--- config.mk ---
export PLATFORM = sky130hd
export DESIGN_NAME = multi_debouncer
export DESIGN_NICKNAME = d
export VERILOG_FILES = /design/src/rtl/multi_debouncer.sv
export SDC_FILE = /design/constraint.sdc
export NUM_CORES = 1
export LEC_CHECK = 0
export BUFFER_PORTS_ARGS = -buffer_cell sky130_fd_sc_hd__buf_4
export CAP_MARGIN = 5
export CORE_AREA = 3 3 40 42
export CTS_CLUSTER_SIZE = 8
export DETAILED_ROUTE_END_ITERATION = 16
export DIE_AREA = 0 0 43 45
export GPL_ROUTABILITY_DRIVEN = 0
export GPL_TIMING_DRIVEN = 0
export HOLD_SLACK_MARGIN = 0.02
export PLACE_DENSITY = 0.35
export RECOVER_POWER = 50
export SYNTH_ARGS = -nofsm -noshare
export SYNTH_HDL_FRONTEND = slang
export SYNTH_SLANG_ARGS = --single-unit
--- constraint.sdc ---
create_clock -name clk -period 3.3 [get_ports clk]
set_input_delay 0.825 -clock clk [delete_from_list [all_inputs] [get_ports clk]]
set_output_delay 0.825 -clock clk [all_outputs]
set_load 0.01 [all_outputs]
--- src/rtl/multi_debouncer.sv ---
`default_nettype none
// ============================================================================
// Module      : multi_debouncer
// Description : Multi-channel counter-based debouncer with per-channel edge
//               strobes and busy flags. Define DEBOUNCER_SYNC_EN to insert a
//               2-flop input synchroniser per channel.
// Revision    : 1.0 - initial release
// ============================================================================
module multi_debouncer #(
    parameter int               WIDTH         = 1,
    parameter int               STABLE_CYCLES = 4,
    parameter logic [WIDTH-1:0] RESET_VALUE   = '0
) (
    input  logic             clk,
    input  logic             rst,
    input  logic             en,
    input  logic [WIDTH-1:0] noisy_in,
    output logic [WIDTH-1:0] clean_out,
    output logic [WIDTH-1:0] rise,
    output logic [WIDTH-1:0] fall,
    output logic [WIDTH-1:0] busy
);

    localparam int               CNT_W  = (STABLE_CYCLES > 1) ? $clog2(STABLE_CYCLES) : 1;
    localparam logic [CNT_W-1:0] C_LAST = CNT_W'(STABLE_CYCLES - 1);

    for (genvar i = 0; i < WIDTH; i++) begin : g_ch
        logic             w_sample;
        logic [CNT_W-1:0] cnt_q, cnt_d;
        logic             clean_q, clean_d;
        logic             rise_q, rise_d;
        logic             fall_q, fall_d;

`ifdef DEBOUNCER_SYNC_EN
        logic [1:0] sync_q;

        // Free-running synchroniser, deliberately not gated by en.
        always_ff @(posedge clk or negedge rst) begin
            if (!rst) begin
                sync_q <= {2{RESET_VALUE[i]}};
            end else begin
                sync_q <= {sync_q[0], noisy_in[i]};
            end
        end

        assign w_sample = sync_q[1];
`else
        assign w_sample = noisy_in[i];
`endif

        // A count of zero is the stable state; reaching C_LAST while the
        // sample still differs commits the new level.
        always_comb begin
            cnt_d   = cnt_q;
            clean_d = clean_q;
            rise_d  = 1'b0;
            fall_d  = 1'b0;
            if (en) begin
                if (w_sample != clean_q) begin
                    if (cnt_q == C_LAST) begin
                        cnt_d   = '0;
                        clean_d = w_sample;
                        rise_d  = w_sample;
                        fall_d  = ~w_sample;
                    end else begin
                        cnt_d = cnt_q + CNT_W'(1);
                    end
                end else begin
                    cnt_d = '0;
                end
            end
        end

        always_ff @(posedge clk or negedge rst) begin
            if (!rst) begin
                cnt_q   <= '0;
                clean_q <= RESET_VALUE[i];
                rise_q  <= 1'b0;
                fall_q  <= 1'b0;
            end else begin
                cnt_q   <= cnt_d;
                clean_q <= clean_d;
                rise_q  <= rise_d;
                fall_q  <= fall_d;
            end
        end

        assign clean_out[i] = clean_q;
        assign rise[i]      = rise_q;
        assign fall[i]      = fall_q;
        assign busy[i]      = (cnt_q != '0);
    end

endmodule
`default_nettype wire

==> results of run 1 <==
==> final cells by class <==
type | count | share of cell area, %
Inverter | 3 | 3.571
Tap cell | 15 | 5.952
Sequential cell | 5 | 39.68
Multi-Input combinational cell | 11 | 28.17
Timing Repair Buffer | 7 | 14.29
Clock buffer | 4 | 8.333
==> power by group through the flow <==
stage | combinational (uW) | sequential (uW) | clock (uW)
6_report | 91.5 | 94.8 | 70.9
5_1_grt | 105 | 98.3 | 81.9
4_1_cts | 95.5 | 95.3 | 76.5
3_5_place_dp | 94.9 | 96.2 | 0
3_3_place_gp | 95.0 | 95.7 | 0
2_1_floorplan | 54.4 | 96.8 | 0
==> through the flow <==
stage | utilization [%] | hold WS [ps] | power [uW] | cell area [um2]
3_5_place_dp | 23.08 | 511.8 | 191.1 | 296.5
3_3_place_gp | 23.08 | 505.6 | 190.8 | 296.5
4_1_cts | 25.12 | 367.6 | 267.3 | 322.8
2_1_floorplan | - | 529.4 | 151.2 | 225.2
6_report | 24.54 | 431.6 | 257.3 | 315.3
5_1_grt | 24.54 | 436.2 | 284.9 | 315.3
==> Yosys cell counts (all sizes together) <==
| cell | number |
|---|---|
| mux2 | 1 |
| nand2 | 2 |
| or3b | 1 |
| inv | 3 |
| ha | 2 |
| xnor2 | 1 |
| nor3b | 2 |
| dfrtp | 5 |
| o22ai | 2 |
==> per-layer routing <==
layer  global-route usage, %  vias up
met5                       0        -
met4                   10.84        0
met3                   1.594        2
met2                   8.683        4
met1                   4.657       77
li1                        -       85
==> path summary, 6_finish.rpt <==
kind                                       start               end  slack (ps)
worst max register to register  g_ch[0].cnt_q[0]         clean_out        2140
min in group clk                       clean_out              rise         520
max in group asynchronous                    rst  g_ch[0].cnt_q[0]        2650
worst max-delay path            g_ch[0].cnt_q[0]              busy        1470
worst min register to register         clean_out              rise         520
worst min-delay path                         rst         clean_out         430
==> logic make-up after synthesis <==
family	synth area share (%)
simple gates	13.89
flops	55.56
buf+inv	5.000
compound gates	5.555
fa+ha+maj	11.11
xor+xnor	3.890
mux	5.000
==> registers in the layout (all words and copies together), names as in the netlist <==
name	cells
clean_out	1
rise	1
g_ch.cnt_q	2
fall	1
==> worst register-to-register path, delay by kind of cell, from the launching register on <==
family	cells	cell delay [ps]
AND/OR/NAND/NOR	1	120
flip-flops	1	380
adder cells (fa/ha/maj)	1	210
multiplexers	1	340
==> impl_metrics.py, run 1 <==
metrics = {
    "run_status": {
        "status": "finished clean",
    },
    "cells_and_area": {
        "register_area_um2": 125.1,
        "final_nets": 37,
        "area_growth_pct": 40.00,
        "finalNonFillerCells": 45,
        "num-fill-cells": 150,
        "most-common-layout-cells": "5 x dfrtp_1, 5 x buf_4, 3 x inv_1, 3 x clkbuf_4, 3 x clkbuf_1",
        "drive_gt1_share_pct": 30.00,
        "diodes": 0,
        "multi_input_area_um2": 88.84,
    },
    "sta": {
        "fin_crit_sh_pct": 55.49,
        "finalSetupViolCount": 0,
        "period_needed_ps": 1831,
        "max_clock_freq_mhz": 546.1,
        "relSlewSlack_pct": 81.17,
        "fin_ws_ps": 1469,
        "rsz0062_at_grt": "false",
        "worst_clock_skew_ps": 2.985,
        "worst_pin_slew_ps": 282.4,
        "hold_violations": 0,
        "fin_tns_setup_ps": 0,
        "drv_slew": 0,
    },
    "die": {
        "die_area_mm2": 0.001935,
        "initial_core_util_pct": 17.53,
        "io_pins": 8,
        "die_x_um": 43,
        "rows": 13,
        "core-area_mm2": 0.001285,
        "die_height_um": 45,
    },
    "logic_synthesis": {
        "syn-cell-area_um2": 225.2,
        "synth_area_leaders": "dfrtp_1 56%, ha_1 11%, nor3b_1 6.7%",
        "yosys_warnings": 0,
        "yosys.area.top_type": "dfrtp_1",
        "synthCells": 19,
        "avgSynthCellArea_um2": 11.85,
        "ys_ff_latch": 5,
        "synth.distinct_cells": 9,
        "synth_fp_nets": 25,
        "ys_seq_area_share_pct": 55.56,
        "synth_top_area_share_pct": 55.56,
    },
    "routing": {
        "top_layer": "met4",
        "drc": 0,
        "met3_wirelength_um": 30,
        "firstDrtPassIters": 1,
        "ant_nets": 0,
        "drt_iter0_markers": 0,
        "post_drt_wl_per_cell_um": 9.244,
        "wl_met2_um": 206,
        "via_per_inst": 3.733,
        "drt-total-wl_um": 416,
        "vias": 168,
        "m1WireLength_um": 169,
    },
    "worst_setup_path": {
        "worst-path-buf-inv": 3,
        "crit_family": "flip-flops",
        "cp.depth": 4,
        "crit_required_ps": 2470,
        "path_cells": "inv_1 > ha_1 > inv_1 > buf_4",
        "worstPathArrival_ps": 1010,
        "critical_path_class": "flop to output port",
        "max_stage_delay_ps": 380,
        "end_kind": "output port",
        "worstRegToRegCells": 3,
        "critPathLaunchType": "flop",
        "crit_path_top_delay_cell": "dfrtp_1",
        "cp_max_fo": 3,
        "crit_top_cell": "inv_1",
    },
    "power_and_ir_drop": {
        "powerDensity_mw_per_mm2": 816.0,
        "pwr-share-comb_pct": 35.6,
        "p_int_uw": 175.4,
        "seq_power_share_pct": 36.9,
        "swShare_pct": 31.82,
        "p_sw_uw": 81.88,
        "p_leak_uw": 0.0001540,
        "clockPowerShare_pct": 27.6,
        "ir_worst_vdd_mv": 0.2309,
    },
    "clock_network": {
        "clk_latency_ps": 240,
        "clkSinkCount": 5,
        "postCtsHoldBufs": 0,
        "clk_pin_slew_ps": 50,
        "cts_buffers": 3,
        "cts_tree": "yes",
        "cts_root_buf": "clkbuf_4",
        "cts_setup_buffers": 0,
        "clock_path_buffers": 2,
        "h-tree-depth": 1,
        "cts-resized-gates": 0,
    },
    "hold_path": {
        "min_path_type": "input port to async pin",
    },
    "placed_design": {
        "place_hpwl_um": 337.5,
        "dp.cells": 41,
        "port-buffer-count": 7,
        "post-place-ws_ps": 1715,
    },
    "global_route": {
        "grt_pass1_vias": 180,
        "grt_pass1_wl_um": 717,
        "antenna_found_initial": 0,
        "track_usage_pct": 5.863,
        "grt-ovfl-total": 0,
        "grt_max_degree": 6,
    },
    "run": {
        "max-cap-violations": 0,
    },
}
Power figures use the tool's default switching activity.
==> run 2, diff against run 1 <==
==> constraint.sdc (replaced) <==
create_clock -name clk -period 1.7 [get_ports clk]
set_input_delay 0.425 -clock clk [delete_from_list [all_inputs] [get_ports clk]]
set_output_delay 0.425 -clock clk [all_outputs]
set_load 0.01 [all_outputs]
==> impl_metrics.py, run 2 (synthesized netlist as in run 1, its figures left out) <==
metrics = {
    "routing": {
        "drc": 0,
        "drt_iter0_markers": 0,
        "vias": 172,
        "ant_nets": 0,
        "firstDrtPassIters": 1,
        "post_drt_wl_per_cell_um": 9.261,
        "drt-total-wl_um": 426,
        "via_per_inst": 3.739,
    },
    "global_route": {
        "grt_pass1_vias": 186,
        "antenna_found_initial": 0,
        "grt_pass1_wl_um": 738,
        "track_usage_pct": 6.030,
        "grt_max_degree": 6,
        "grt-ovfl-total": 0,
    },
    "cells_and_area": {
        "drive_gt1_share_pct": 32.26,
        "design_area_um2": 329.1,
        "num-fill-cells": 149,
        "diodes": 0,
        "final_nets": 38,
        "most-common-layout-cells": "6 x buf_4, 5 x dfrtp_1, 3 x inv_1, 3 x clkbuf_4",
        "regMostFlops": "g_ch.cnt_q",
        "largest_reg_flops": 2,
        "final_common_cell": "buf_4",
        "area_growth_pct": 46.11,
    },
    "worst_setup_path": {
        "end_kind": "output port",
        "critical_path_class": "flop to output port",
        "worstPathArrival_ps": 1010,
        "crit_start": "g_ch[0].cnt_q[0]",
        "crit_top_cell": "inv_1",
        "cp_max_fo": 3,
        "crit_required_ps": 1270,
        "r2r_start": "g_ch[0].cnt_q[0]",
        "path_cells": "inv_1 > ha_1 > inv_1 > buf_4",
        "critPathLaunchType": "flop",
        "max_stage_delay_ps": 380,
        "crit_path_top_delay_cell": "dfrtp_1",
    },
    "sta": {
        "worst_pin_slew_ps": 283.2,
        "rsz0062_at_grt": "false",
        "fin_crit_sh_pct": 84.24,
        "relSlewSlack_pct": 81.12,
        "period_needed_ps": 1432,
        "hold_violations": 0,
        "max_clock_freq_mhz": 698.3,
        "fin_tns_setup_ps": 0,
        "drv_slew": 0,
        "worst_clock_skew_ps": 2.456,
        "finalSetupViolCount": 0,
    },
    "clock_network": {
        "h-tree-depth": 1,
        "cts_root_buf": "clkbuf_4",
        "clock_path_buffers": 2,
        "clkSinkCount": 5,
        "clk_latency_ps": 240,
        "clk_pin_slew_ps": 40,
        "cts_tree": "yes",
        "cts_buffers": 3,
    },
    "die": {
        "core-area_mm2": 0.001285,
        "rows": 13,
        "io_pins": 8,
        "initial_core_util_pct": 17.53,
        "die_area_mm2": 0.001935,
        "die_height_um": 45,
        "die_x_um": 43,
    },
    "hold_path": {
        "hold_path.startpoint": "noisy_in",
        "min_path_type": "input port to flop",
    },
    "placed_design": {
        "place_hpwl_um": 337.5,
        "dpl_cell_area_um2": 296.5,
        "port-buffer-count": 7,
    },
    "run": {
        "max-cap-violations": 0,
    },
    "power_and_ir_drop": {
        "fin_total_pwr_uw": 502.9,
        "p_leak_uw": 0.0001618,
        "powerDensity_mw_per_mm2": 1528,
        "ir_worst_vdd_mv": 0.4497,
    },
    "run_status": {
        "status": "finished clean",
    },
}
[run 2: final timing paths]
path                                    end  slack [ps]  cells after the start
max                                    busy         270                      4
max in group asynchronous  g_ch[0].cnt_q[0]         910                      2
min in group asynchronous         clean_out         570                      2
min                                    fall         370                      2
min reg2reg                            rise         510                      1
max reg2reg                       clean_out         530                      3
[run 2: area by class of cell]
type	instances	area [um2]	area share [%]
flip-flops and latches	5	125.1	38.02
multi-input cells	11	88.84	27.00
repair buffers	8	58.81	17.87
clock buffers	4	26.28	7.985
well taps	15	18.77	5.703
inverters	3	11.26	3.422
[run 2: repair_timing]
item	in CTS	in global routing
buffers inserted	0	0
hold endpoints to repair	5	0
hold buffers	1	0
gates resized for setup	0	0
[run 2: critical path: cells and delay by family (launching register included)]
family | cells | cell delay, ps
buf+inv | 3 | 250
flops | 1 | 380
fa+ha+maj | 1 | 140
[run 2: power by group]
part / internal, uW / switching [uW]
sequential: 156 / 28.4
combinational: 98.7 / 82.1
clock: 88.8 / 49.3
total: 343 / 160
[run 2: stage by stage]
step | instances | utilization [%] | worst slack, ps | hold slack (ps)
3_5_place_dp | 41 | 23.08 | 515.2 | 233.1
4_1_cts | 46 | 25.90 | 246.2 | 357.8
3_3_place_gp | 41 | 23.08 | 516.7 | 230.7
2_1_floorplan | 19 | - | 597.9 | 129.4
5_1_grt | 46 | 25.61 | 184.0 | 361.6
6_report | 46 | 25.61 | 267.9 | 368.1
[run 2: layer usage]
layer / share of wire (%) / wire length [um] / track usage (%)
met4: 2.1 / 9 / 10.84
met2: 51 / 216 / 9.281
met3: 7.3 / 31 / 1.594
met5: 0 / 0 / 0
met1: 40 / 169 / 4.657
